**config.mk**
```make
export PLATFORM = sky130hd
export DESIGN_NAME = wm8731_i2s_tx
export DESIGN_NICKNAME = d
export VERILOG_FILES = /design/src/rtl/fm_radio_pkg.sv /design/src/rtl/i2s_clk_gen.sv /design/src/rtl/wm8731_i2s_tx.sv
export SDC_FILE = /design/constraint.sdc
export NUM_CORES = 1
export LEC_CHECK = 0
export ABC_CLOCK_PERIOD_IN_PS = 4150
export CAP_MARGIN = 25
export CORE_MARGIN = 2
export CORE_UTILIZATION = 60
export DETAILED_ROUTE_END_ITERATION = 10
export PLACE_DENSITY = 0.83
export SLEW_MARGIN = 20
export SYNTH_ARGS = -nofsm -noshare
export SYNTH_HDL_FRONTEND = slang
export SYNTH_HIERARCHICAL = 1
export SYNTH_SLANG_ARGS = --single-unit
export TNS_END_PERCENT = 30
```
**constraint.sdc**
```tcl
create_clock -name clk -period 4.15 [get_ports clk]
set_clock_uncertainty 0.15 [all_clocks]
set_input_delay 0.83 -clock clk [delete_from_list [all_inputs] [get_ports clk]]
set_output_delay 0.83 -clock clk [all_outputs]
set_load 0.01 [all_outputs]
```
**src/rtl/fm_radio_pkg.sv**
```systemverilog
// Shared types and constants for the radio audio path.
// Edge numbers count BCLK falling edges from the LRCK fall that starts a frame.
package fm_radio_pkg;

    localparam int unsigned WIDTH_AUDIO = 16;
    localparam int unsigned EDGE_W      = 6;

    // Right-channel word select rises with the left LSB (I2S one-bit delay).
    function automatic logic [EDGE_W-1:0] lrck_rise_edge(input int unsigned w);
        return EDGE_W'(w);
    endfunction

    // Trailing edge that drives data low and closes the frame.
    function automatic logic [EDGE_W-1:0] last_edge(input int unsigned w);
        return EDGE_W'(2 * w + 1);
    endfunction

    localparam logic [EDGE_W-1:0] LRCK_RISE_EDGE = lrck_rise_edge(WIDTH_AUDIO);
    localparam logic [EDGE_W-1:0] LAST_EDGE      = last_edge(WIDTH_AUDIO);

    typedef enum logic {IDLE, ACTIVE} state_t;

endpackage

```
**src/rtl/i2s_clk_gen.sv**
```systemverilog
// I2S clock generator: MCLK/BCLK from a free-running tick counter in the en48m domain.
// fall_c flags the cycle whose tick update produces the BCLK falling edge.
module i2s_clk_gen #(
    parameter int unsigned bclk_div_log2 = 3,
    parameter int unsigned mclk_div_log2 = 1
) (
    input  logic clk,
    input  logic reset_n,
    input  logic en48m,
    output logic mclk,
    output logic bclk,
    output logic fall_c
);

    localparam int unsigned tick_w = bclk_div_log2 + 1;

    logic [tick_w-1:0] tick;

    always_ff @(posedge clk) begin
        if (!reset_n) begin
            tick <= '0;
        end else if (en48m) begin
            tick <= tick + tick_w'(1);
        end
    end

    assign mclk   = tick[mclk_div_log2];
    assign bclk   = tick[bclk_div_log2];
    assign fall_c = en48m && (tick == '1);

endmodule

```
**src/rtl/wm8731_i2s_tx.sv**
```systemverilog
// WM8731 DAC serializer: latches a sample per en32k and sends it as an I2S frame,
// duplicated to left and right, with the FPGA as clock master.
module wm8731_i2s_tx
    import fm_radio_pkg::*;
#(
    parameter int unsigned width_audio   = WIDTH_AUDIO,
    parameter int unsigned bclk_div_log2 = 3,
    parameter int unsigned mclk_div_log2 = 1
) (
    input  logic                   clk,
    input  logic                   reset_n,
    input  logic                   en48m,
    input  logic                   en32k,
    input  logic [width_audio-1:0] audio_dat,
    input  logic                   mute,
    output logic                   mclk,
    output logic                   bclk,
    output logic                   dac_lr_clk,
    output logic                   dac_dat,
    output logic                   busy,
    output logic                   overrun
);

    localparam int unsigned       frame_w    = 2 * width_audio;
    localparam logic [EDGE_W-1:0] lrck_edge  = lrck_rise_edge(width_audio);
    localparam logic [EDGE_W-1:0] data_edges = EDGE_W'(frame_w);
    localparam logic [EDGE_W-1:0] end_edge   = last_edge(width_audio);

    logic                   fall_c;
    logic                   frame_start_c;
    logic [EDGE_W-1:0]      e_next_c;
    state_t                 state;
    logic [EDGE_W-1:0]      e;
    logic [width_audio-1:0] hold_reg;
    logic [frame_w-1:0]     shreg;
    logic                   pending;

    i2s_clk_gen #(
        .bclk_div_log2(bclk_div_log2),
        .mclk_div_log2(mclk_div_log2)
    ) u_clk_gen (
        .clk    (clk),
        .reset_n(reset_n),
        .en48m  (en48m),
        .mclk   (mclk),
        .bclk   (bclk),
        .fall_c (fall_c)
    );

    assign frame_start_c = fall_c && (state == IDLE) && pending;
    assign e_next_c      = e + EDGE_W'(1);

    always_ff @(posedge clk) begin
        if (!reset_n) begin
            state      <= IDLE;
            e          <= '0;
            hold_reg   <= '0;
            shreg      <= '0;
            pending    <= 1'b0;
            dac_lr_clk <= 1'b1;
            dac_dat    <= 1'b0;
            busy       <= 1'b0;
            overrun    <= 1'b0;
        end else begin
            // A start in the same cycle as a strobe consumes the old sample, so no overrun.
            if (en32k) begin
                hold_reg <= mute ? '0 : audio_dat;
                pending  <= 1'b1;
                if (pending && !frame_start_c) begin
                    overrun <= 1'b1;
                end
            end else if (frame_start_c) begin
                pending <= 1'b0;
            end

            case (state)
                IDLE: begin
                    dac_lr_clk <= 1'b1;
                    dac_dat    <= 1'b0;
                    if (frame_start_c) begin
                        shreg      <= {hold_reg, hold_reg};
                        dac_lr_clk <= 1'b0;
                        e          <= '0;
                        busy       <= 1'b1;
                        state      <= ACTIVE;
                    end
                end
                ACTIVE: begin
                    if (fall_c) begin
                        e <= e_next_c;
                        if (e_next_c <= data_edges) begin
                            dac_dat <= shreg[frame_w-1];
                            shreg   <= {shreg[frame_w-2:0], 1'b0};
                        end
                        if (e_next_c == lrck_edge) begin
                            dac_lr_clk <= 1'b1;
                        end
                        if (e_next_c == end_edge) begin
                            dac_dat <= 1'b0;
                            busy    <= 1'b0;
                            state   <= IDLE;
                        end
                    end
                end
                default: state <= IDLE;
            endcase
        end
    end

endmodule

```
Word-level counts from Yosys, hierarchy flattened
Index checks and enable logic that the tools add are counted.

Add/sub/neg operators: 2. Multiply operators: 0. Divide/modulo/power cells: 0. Order comparisons: 1. Equal/unequal tests: 9. Shift operators: 0. Mux-type cells: 26. Bitwise operators: 1. Reductions and logical operators: 12.

Operators with widths (number): 32-bit two-way mux (3); 32-bit one-hot mux with 2 select lines (1); 16-bit two-way mux (1); 1-bit two-way mux (14); 6-bit two-way mux (2); 6-bit one-hot mux with 2 select lines (1); 1-bit one-hot mux with 2 select lines (4); 2-bit AND reduction (4); 6-bit by 1-bit adder with 6-bit output, second input constant (1); 6-bit by 5-bit equality test with 1-bit output, second input constant (1); 6-bit equality test, second input constant (1); 6-bit less-or-equal comparator, second input constant (1); 2-bit by 1-bit != test with 1-bit output, second input constant (3); 3-bit AND reduction (2); 4-bit by 1-bit adder with 4-bit output, second input constant (1); 4-bit equality test, second input constant (1); 1-bit logical AND (4); 2-bit != test, second input constant (2); 3-bit by 1-bit != test with 1-bit output, second input constant (1); 2-bit nonzero test (1); 1-bit zero test (1); 1-bit NOT (1).

Flip-flop bits (word level): 64. Latch bits: 0. Memory bits (writable): 0. Bits in read-only memories: 0. Bits of input ports: 21. Output and inout bits: 6. Logic and storage cells: 61. Memories: 0.

Longest topological paths before layout
Depth after elaboration: 7. Gate-level depth with buffers: 8. Mapped depth without buffers: 6.

Cells and area by module
The synthesis kept the hierarchy.

By module, submodules not included: wm8731_i2s_tx (times used 1, cells an instance 331, area an instance 2872.8 um^2, seq. area each 1201.2 um^2); i2s_clk_gen (times used 1, cells an instance 18, area an instance 187.7 um^2, seq. area each 80.1 um^2).

Worst setup path before layout
No wires, ideal clock.

Path kind: input port to flip-flop. From: in en48m. To: reg shreg[10]. Setup time: 0.119 ns. Data arrival time: 2.299 ns. Data required time: 3.881 ns. Setup slack: 1.582 ns. Stages on the path: 7. Buffers on the path: 2. Cell sequence: and4_2 clkbuf_1 o21ai_1 a211oi_1 a311o_1 buf_6 o221a_1.

Longest elaborated chain between the ends: 5. Elaborated cells on any way between the ends: 6. Those cells by class: eq/ne: 2; reduce/logical: 4.

Ends and longest elaborated chain: start: declaration (line wm8731_i2s_tx.sv:12) `input logic en48m,`; 1-bit logical AND * (line i2s_clk_gen.sv:29) `assign fall_c = en48m && (tick == '1);`; 1-bit logical AND (2 in series) (line wm8731_i2s_tx.sv:50) `assign frame_start_c = fall_c && (state == IDLE) && pending;`; 2-bit != test (no line); 3-bit AND reduction (no line) *; end signal: assignment (line wm8731_i2s_tx.sv:81) `shreg <= {hold_reg, hold_reg};`; end signal: assignment (line wm8731_i2s_tx.sv:93) `shreg <= {shreg[frame_w-2:0], 1'b0};`; end: declaration (line wm8731_i2s_tx.sv:35) `logic [frame_w-1:0] shreg;`.

Mark *: on every way between the ends. The rest lies on a longest branch, timed or not. A chain may end at the register's enable or synchronous reset.

Worst setup path after layout
From: in en48m. To: reg shreg[16].

Longest elaborated chain between the ends: 5. Elaborated cells on any way between the ends: 6. Those cells by class: eq/ne: 2; reduce/logical: 4.

Ends and longest elaborated chain: 1-bit logical AND * (line i2s_clk_gen.sv:29); named net fall_c (line wm8731_i2s_tx.sv:29) `logic fall_c;`; 1-bit logical AND (2 in series) (line wm8731_i2s_tx.sv:50); 2-bit != test (no line); 3-bit AND reduction (no line) *.

The timed path passes the listed nets; every way through them passes the cells marked *.

==> summary.txt <==
SYNTHESIS
------------------------------------------------------------------------------------------------------
Number of enable-type register cells in the synthesized netlist                                      0
Cell type with the largest total area after synthesis                                          dfxtp_1
Area fraction of the dominant cell type after synthesis                                          41.9%
Cell Area, Synth                                                                              3060 µm²
Register area share after synthesis                                                              41.9%
Most frequent cells after synthesis                                                       64 x dfxtp_1, 51 x nor2b_1, 50 x a21oi_1
Number of warning messages in the yosys log                                                          6
Average cell area after synthesis                                                             8.77 µm²
Count of unique library cells instantiated by Yosys                                                 45
Primary flip-flop cell chosen by synthesis mapping                                             dfxtp_1
Number of synthesized register bits                                                                 64
Biggest area contributors in the synthesized netlist                                      dfxtp_1 42%, o221a_1 11%, nor2b_1 10%, a21oi_1 8.2%, nand2_1 5.3%
Net count after synthesis                                                                          373
Dominant cell by count in the synthesized netlist                                              dfxtp_1
Share of async-settable or async-resettable flops after synthesis                                   0%
Number of instances in the synthesized netlist                                                     349

WORST HOLD PATH
------------------------------------------------------------------------------------------------------
Class of the tightest hold or removal check                                               register to register

DRT
------------------------------------------------------------------------------------------------------
Count of vias placed by the detailed router                                                       2470
Vias per inst                                                                                     5.72
Number of nets with antenna violations after detailed routing                                        0
Per-cell routed wire length                                                                    14.1 µm
Iteration count of the initial detailed-routing pass                                                 5
Final routed DRC violation total                                                                     0
Iteration-0 DRC Markers                                                                            323
Total wire length after detailed routing                                                       6.08 mm

CELLS AND AREA
------------------------------------------------------------------------------------------------------
Antenna diode instance count                                                                         0
Number of filler cells placed in the layout                                                        375
Net count of the finished layout                                                                   384
Utilization of the core after routing                                                            72.7%
Share of final-layout standard cells stronger than drive strength 1                              8.49%
Syn-to-layout area delta                                                                         14.4%
Flip-flop count of the largest register after layout                                                32

STA
------------------------------------------------------------------------------------------------------
Number of endpoints with negative hold slack in the final report                                     0
Setup TNS Final                                                                                   0 ns
Max_slew headroom                                                                                35.4%
Measured slew at the worst slew-check pin                                                     0.968 ns
Period utilisation layout                                                                        72.8%
Setup repair after global routing missed its margin                                              false
Final Max Slew Viols                                                                                 0
Setup Viol. Count Final                                                                              0
Final period demand of the worst path                                                          3.02 ns
Max Clock Freq                                                                               0.331 GHz

PWR
------------------------------------------------------------------------------------------------------
Total power after layout                                                                       1.24 mW
Static leakage                                                                                 1.18 nW
Cell area power density                                                                     355 nW/µm²
Maximum VDD drop                                                                                235 µV

PLACEMENT
------------------------------------------------------------------------------------------------------
Input/output buffers                                                                                26
Routability Congestion                                                                           0.917
Post-detail-place hpwl                                                                         3.81 mm

CRITICAL PATH
------------------------------------------------------------------------------------------------------
Type of the worst setup path                                                              primary input to register
Sort of element at the end of the critical path                                               register
Endpoint required time on the critical path                                                    4.26 ns
CP Max Fanout                                                                                       33
Worst EP arrival                                                                               3.14 ns
Startpoint Class                                                                          primary input

DIE
------------------------------------------------------------------------------------------------------
Area of the die                                                                               5690 µm²
Die height                                                                                     75.4 µm
Num ports                                                                                           27
Width of the chip                                                                              75.4 µm
Starting utilization of the core area                                                            63.5%
Placeable core region                                                                         4820 µm²
Std-Cell Rows                                                                                       25

CTS
------------------------------------------------------------------------------------------------------
Post-cts repair resize count                                                                         0
Clock latency at the later pin of the worst-skew pair                                          0.32 ns
CTS Root Cell                                                                                 clkbuf_8
Number of buffers inserted to repair setup after CTS                                                 0
Clock transition at the register clock pins on the worst setup and hold paths after CTS        0.07 ns
Deepest level of the CTS H-tree                                                                      3
Total of hold buffers inserted after clock tree synthesis                                            0
TritonCTS clock tree                                                                               yes
Clock Tree Buf Depth                                                                                 2
Cts bufs inserted                                                                                    9
Clock Sinks                                                                                         64

GRT
------------------------------------------------------------------------------------------------------
Overall global routing resource usage                                                            23.4%
Remaining global-route overflow                                                                      0
Via count of the first global-routing pass                                                        2186
Global-route wire length before repair                                                         10.3 mm
Initial antenna violation count                                                                      0
Maximum number of pins on one net before global-route repair                                        65

RUN STATUS
------------------------------------------------------------------------------------------------------
Outcome                                                                                   finished, final reports clean

RUN
------------------------------------------------------------------------------------------------------
Count of maximum capacitance violations                                                              0

==> metal layers <==
metal	GRT usage, %	vias up	share of wire [%]
met2	32.7	63	43
met5	0	-	0
li1	-	1271	-
met1	35.9	1134	52
met4	5.85	0	0.31
met3	5.95	2	4.4
==> where the power goes <==
part,switching [mW],internal (mW),leakage [nW]
registers,0.00629,0.623,0.518
clock network,0.247,0.296,0.0989
logic,0.0320,0.0390,0.558
==> through the flow <==
step / setup slack, ns / cells / cell area (µm²) / hold slack, ns
after detailed placement: 0.793 / 416 / 3300 / 0.331
after floorplan: 1.58 / 349 / 3060 / 0.286
after CTS: 1.16 / 432 / 3500 / 0.349
after global placement: 0.858 / 416 / 3300 / 0.298
after global routing: 0.985 / 432 / 3500 / 0.361
final: 1.13 / 432 / 3500 / 0.344
==> final timing paths <==
path	start	end	slack, ns	cells after the start
setup / recovery	en48m	shreg[16]$_SDFFE_PN0P_	1.13	8
setup reg to reg	u_clk_gen/tick[1]$_SDFFE_PN0P_	shreg[1]$_SDFFE_PN0P_	1.61	7
hold / removal	shreg[0]$_SDFFE_PN0P_	shreg[0]$_SDFFE_PN0P_	0.34	2
hold reg to reg	shreg[0]$_SDFFE_PN0P_	shreg[0]$_SDFFE_PN0P_	0.34	2
==> layout by cell type (no fill, tap or decap), types with 4 or more instances in the layout <==
master,n
nand4_1,4
nand2_1,43
a21boi_0,4
nor2_1,8
buf_4,5
o21ai_0,6
o221a_1,30
a21oi_1,50
mux2i_1,5
nor2b_1,51
clkdlybuf4s50_1,25
dfxtp_1,63
inv_1,7
clkbuf_8,10
==> final cells by class <==
| cell class | count | area, µm² | area share (%) |
|---|---|---|---|
| inverter | 7 | 26.3 | 0.751 |
| timing repair buffer | 31 | 293 | 8.36 |
| multi-input combinational | 247 | 1610 | 46.0 |
| clock buffer | 10 | 138 | 3.93 |
| clock inverter | 6 | 67.6 | 1.93 |
| tap | 67 | 83.8 | 2.39 |
| sequential | 64 | 1280 | 36.6 |
==> worst max-delay path: stages <==
cell and delay, ns:
clkdlybuf4s50_1 0.60, and4_2 0.38, inv_1 0.12, nor2_2 0.11, buf_4 0.31, a311o_1 0.21, buf_4 0.32, o221a_1 0.24
==> logic make-up after synthesis <==
group,share of synthesized area (%)
AOI/OAI and AO/OA,27.0
xor gates and xnor gates,0.286
adders and majority gates,1.23
buffers and inverters,5.60
DFF,41.9
muxes,1.64
and+or+nand+nor,22.4
No activity file was read; power rests on OpenSTA's default activity.
